==> config.mk <==
export PLATFORM = sky130hd
export DESIGN_NAME = des_dout_rd
export DESIGN_NICKNAME = d
export VERILOG_FILES = /design/src/rtl/des_dout_rd.sv
export SDC_FILE = /design/constraint.sdc
export NUM_CORES = 1
export LEC_CHECK = 0
export CAP_MARGIN = 20
export CORE_MARGIN = 8
export CORE_UTILIZATION = 30
export CTS_BUF_LIST = sky130_fd_sc_hd__clkbuf_8
export CTS_CLUSTER_DIAMETER = 200
export DETAILED_ROUTE_END_ITERATION = 12
export PLACE_DENSITY_LB_ADDON = 0.08
export SLEW_MARGIN = 20
export SYNTH_ARGS = -nofsm -noshare
export SYNTH_HDL_FRONTEND = slang
export SYNTH_SLANG_ARGS = --single-unit
==> constraint.sdc <==
create_clock -name hclk -period 2.2 [get_ports hclk]
set_input_delay 0.55 -clock hclk [delete_from_list [all_inputs] [get_ports hclk]]
set_output_delay 0.55 -clock hclk [all_outputs]
set_load 0.01 [all_outputs]
==> src/rtl/des_dout_rd.sv <==
// Read-side result buffer for the DES engine: 64-bit blocks in, 32-bit words out (low word first).
// Optional build macro DES_DOUT_PARITY_EN forces DES odd parity into bit 0 of every byte on q.

module des_dout_rd #(
   parameter int PTR_W = 2
) (
   input  logic             hclk,
   input  logic             hreset,
   input  logic             clrptr,
   input  logic             blk_vld,
   input  logic [63:0]      blk_data,
   output logic             blk_rdy,
   input  logic             rd,
   output logic [31:0]      q,
   output logic             empty,
   output logic             full,
   output logic [PTR_W:0]   word_cnt,
   output logic             ovf_err,
   output logic             unf_err
);

   localparam int WORDS = 2 ** PTR_W;

   localparam logic [PTR_W-1:0] PTR_ONE  = PTR_W'(1);
   localparam logic [PTR_W-1:0] PTR_TWO  = PTR_W'(2);
   localparam logic [PTR_W:0]   CNT_ONE  = (PTR_W+1)'(1);
   localparam logic [PTR_W:0]   CNT_TWO  = (PTR_W+1)'(2);
   localparam logic [PTR_W:0]   CNT_FULL = (PTR_W+1)'(WORDS);
   localparam logic [PTR_W:0]   CNT_RDY  = (PTR_W+1)'(WORDS - 2);

   logic [31:0]      mem [WORDS];
   logic [PTR_W-1:0] wr_ptr;
   logic [PTR_W-1:0] rd_ptr;
   logic [PTR_W-1:0] wr_ptr_hi;
   logic [PTR_W:0]   cnt_nxt;
   logic             push;
   logic             pop;
   logic [31:0]      head;

   // Handshake: a block transfers on a rising edge where blk_vld && blk_rdy; blk_rdy
   // depends only on registered occupancy, so a same-cycle pop never makes room.
   assign blk_rdy   = (word_cnt <= CNT_RDY);
   assign empty     = (word_cnt == '0);
   assign full      = (word_cnt == CNT_FULL);
   assign push      = blk_vld && blk_rdy;
   assign pop       = rd && !empty;
   assign wr_ptr_hi = wr_ptr + PTR_ONE;
   assign head      = empty ? 32'h0 : mem[rd_ptr];

   always_comb begin
      cnt_nxt = word_cnt;
      case ({push, pop})
         2'b10:   cnt_nxt = word_cnt + CNT_TWO;
         2'b01:   cnt_nxt = word_cnt - CNT_ONE;
         2'b11:   cnt_nxt = word_cnt + CNT_ONE;
         default: cnt_nxt = word_cnt;
      endcase
   end

   always_ff @(posedge hclk) begin
      if (hreset) begin
         wr_ptr   <= '0;
         rd_ptr   <= '0;
         word_cnt <= '0;
         ovf_err  <= 1'b0;
         unf_err  <= 1'b0;
      end else if (!clrptr) begin
         wr_ptr   <= '0;
         rd_ptr   <= '0;
         word_cnt <= '0;
         ovf_err  <= 1'b0;
         unf_err  <= 1'b0;
      end else begin
         if (push) wr_ptr <= wr_ptr + PTR_TWO;
         if (pop)  rd_ptr <= rd_ptr + PTR_ONE;
         word_cnt <= cnt_nxt;
         if (blk_vld && !blk_rdy) ovf_err <= 1'b1;
         if (rd && empty)         unf_err <= 1'b1;
      end
   end

   // Memory survives clrptr; only hreset wipes it. wr_ptr is always even, so a block never wraps.
   always_ff @(posedge hclk) begin
      if (hreset) begin
         for (int i = 0; i < WORDS; i++) mem[i] <= 32'h0;
      end else if (clrptr && push) begin
         mem[wr_ptr]    <= blk_data[31:0];
         mem[wr_ptr_hi] <= blk_data[63:32];
      end
   end

`ifdef DES_DOUT_PARITY_EN
   always_comb begin
      q = head;
      if (!empty) begin
         for (int b = 0; b < 4; b++) q[8*b] = ~^head[8*b+1 +: 7];
      end
   end
`else
   assign q = head;
`endif

endmodule

==> flow_summary.yaml <==
status:
  status: "complete, but fails checks"
  violations: "negative setup slack"
critical_path:
  cp.required_ns: 1.65
  arrival_ns: 1.81
  slowest_delay_ns: 0.52
  crit_slowest_cell: "mux4_2"
  worstPathCellList: "buf_12 > mux4_2 > and2_4 > buf_6"
  cp-start-kind: "flop"
  end_kind: "primary output"
  criticalPathCategory: "flop to primary output"
  path_max_fanout: 7
synth:
  synth-main-ff-cell: "edfxtp_1"
  netlist_area_sq_um: 6570
  synth_cells: 445
  avgSynthCellArea_sq_um: 14.8
  synth_nets: 516
  ys_ff_latch: 138
  yosysUniqueCellTypes: 34
  async_flop_share: 0
  yosys_warnings: 0
  seq_area_frac_synth: 0.616
  synth_edf_count: 128
drt:
  routed_wl_um: 17600
  dr_total_vias: 4049
  drt_iter0_markers: 166
  first_pass_iters: 6
  routedWlPerCell_um: 19.9
  drc: 0
  ant_nets: 0
  drt-vias-per-instance: 4.59
sta:
  worstMarginPinSlew_ns: 0.326
  fin_ws_ns: -0.163
  rsz0062_at_grt: "yes"
  finalMaxSlewViolations: 0
  finalCritPeriodShare: 1.07
  finalSetupViolCount: 32
  max_slew_margin: 0.783
  hold_violations: 0
  fin_crit_ns: 2.36
  fin_setup_tns_ns: -4.47
  clock_skew_ns: 0.00821
  fmax_mhz: 423
grt:
  grt_antenna_before_repair: 0
  grt_pass1_wl_um: 26900
  grt_use_total: 0.136
  grt.overflow.total: 0
  grt_pass1_vias: 4547
  grt_max_degree: 39
finish:
  finish.utilization: 0.410
  area_growth_pct: 35.4
  design_area_sq_um: 8890
  fin_cells: 883
  nNetsFinal: 661
  drive_gt1_frac: 0.320
  fillerInstances: 2032
  antenna_cells_inserted: 0
cts:
  clk_pin_slew_worst_paths_ns: 0.08
  clock_path_buffers: 2
  cts_hold_buf: 0
  cts_root_buf: "clkbuf_8"
  htreeDepth: 4
  cts_tree: "yes"
  clock_latency_ns: 0.43
  cts_num_sinks: 138
  numCtsBuffers: 17
placement:
  globalplace.congestion: 0.723
  place_hpwl_um: 11500
  dpl_cell_area_sq_um: 8300
  placed_cells: 846
  port_buffers: 108
hold_path:
  hp-class: "flop to flop"
floorplanning:
  coreArea_sq_um: 21700
  dieArea_sq_um: 26900
  fp.dieH_um: 164
  die_width_um: 164
  start_util: 0.303
  io_pins: 109
  rows: 54
power_and_ir_drop:
  power.total_mw: 6.15
  p_leak_nw: 3.28
  p_per_area_nw_per_um2: 692
  ir_worst_vdd_v: 0.000335
flow_run:
  max-cap-violations: 0
## synth_stat cells, drive strengths merged (2+ instances only)
cell / count / area, sq um
clkbuf: 8 / 35.0
edfxtp: 128 / 3840
xor2: 2 / 17.5
nor3: 2 / 10.0
a41o: 2 / 20.0
nand2b: 2 / 12.5
o221ai: 2 / 17.5
a211oi: 2 / 15.0
dfxtp: 10 / 200
nand3: 3 / 15.0
a31o: 2 / 17.5
mux4: 32 / 721
nand2: 3 / 11.3
buf: 22 / 161
mux2i: 32 / 320
and2: 128 / 801
inv: 7 / 26.3
mux2: 2 / 22.5
a21oi: 4 / 20.0
nor2: 43 / 178
## critical path: cells and delay by family (launching register included)
family	cells	cell delay, ns
buf+inv	2	0.27
flops	1	0.44
mux	1	0.52
simple gates	1	0.16
## cell type report
cell class / instances / area [sq um] / area share
Sequential cell: 138 / 4060 / 0.456
Multi-Input combinational cell: 270 / 2400 / 0.270
Timing Repair Buffer: 156 / 1650 / 0.186
Tap cell: 280 / 350 / 0.0394
Clock buffer: 17 / 234 / 0.0263
Clock inverter: 15 / 173 / 0.0194
Inverter: 7 / 26.3 / 0.00296
## logic make-up (layout without fill, tap and decap cells)
kind of cell | count (synthesis) | count (layout) | synth area share
mux | 66 | 66 | 0.162
xor+xnor | 3 | 3 | 0.00400
flops | 138 | 138 | 0.616
compound gates | 14 | 14 | 0.0158
buf+inv | 37 | 195 | 0.0339
fa+ha+maj | 2 | 2 | 0.00495
simple gates | 185 | 185 | 0.163
## metrics by stage
step	setup slack, ns	hold WS, ns
after floorplan	-0.0765	0.485
after global placement	-0.332	0.460
after detailed placement	-0.393	0.468
after CTS	-0.272	0.488
after global routing	-0.246	0.550
final	-0.163	0.482
## per-layer routing
layer	routed length [um]	global-route usage
met2	9270	0.241
met4	185	0.0430
met5	0	0
met1	7350	0.158
met3	776	0.0338
## sequential cells by signal, indices dropped and copies added, names as in the netlist, named ones only
name      count
ovf_err       1
unf_err       1
wr_ptr        1
rd_ptr        2
word_cnt      3
mem         128
## repair_timing
action                     4_1_cts  5_1_grt
buffers inserted                 6        0
setup endpoints to repair       35       34
pin swaps                       33        0
gates cloned                     2        0
resized for setup              195       24
## layout by cell type (no fill, tap or decap), drive strengths merged, types with 3 or more instances in the layout
| cell type | instances |
|---|---|
| edfxtp | 128 |
| and2 | 128 |
| buf | 81 |
| clkdlybuf4s50 | 73 |
| nor2 | 43 |
| mux2i | 32 |
| mux4 | 32 |
| clkbuf | 17 |
| inv | 10 |
| dfxtp | 10 |
| clkinv | 6 |
| a21oi | 4 |
| nand2 | 3 |
| nand3 | 3 |
| clkinvlp | 3 |
| bufinv | 3 |
## worst paths after layout
kind | start | to | slack, ns | cells past startpoint
setup reg to reg | word_cnt[1] | word_cnt[2] | 0.13 | 11
hold reg to reg | ovf_err | ovf_err | 0.48 | 2
hold / removal | ovf_err | ovf_err | 0.48 | 2
setup / recovery | flop | q[30] | -0.16 | 4
## power by group
| group | leakage [nW] | internal, mW | switching [mW] |
|---|---|---|---|
| registers | 1.42 | 3.04 | 0.0503 |
| logic | 1.65 | 0.501 | 0.416 |
| clock network | 0.202 | 1.12 | 1.02 |
| total | 3.28 | 4.66 | 1.49 |
Power figures use the tool's default switching activity.
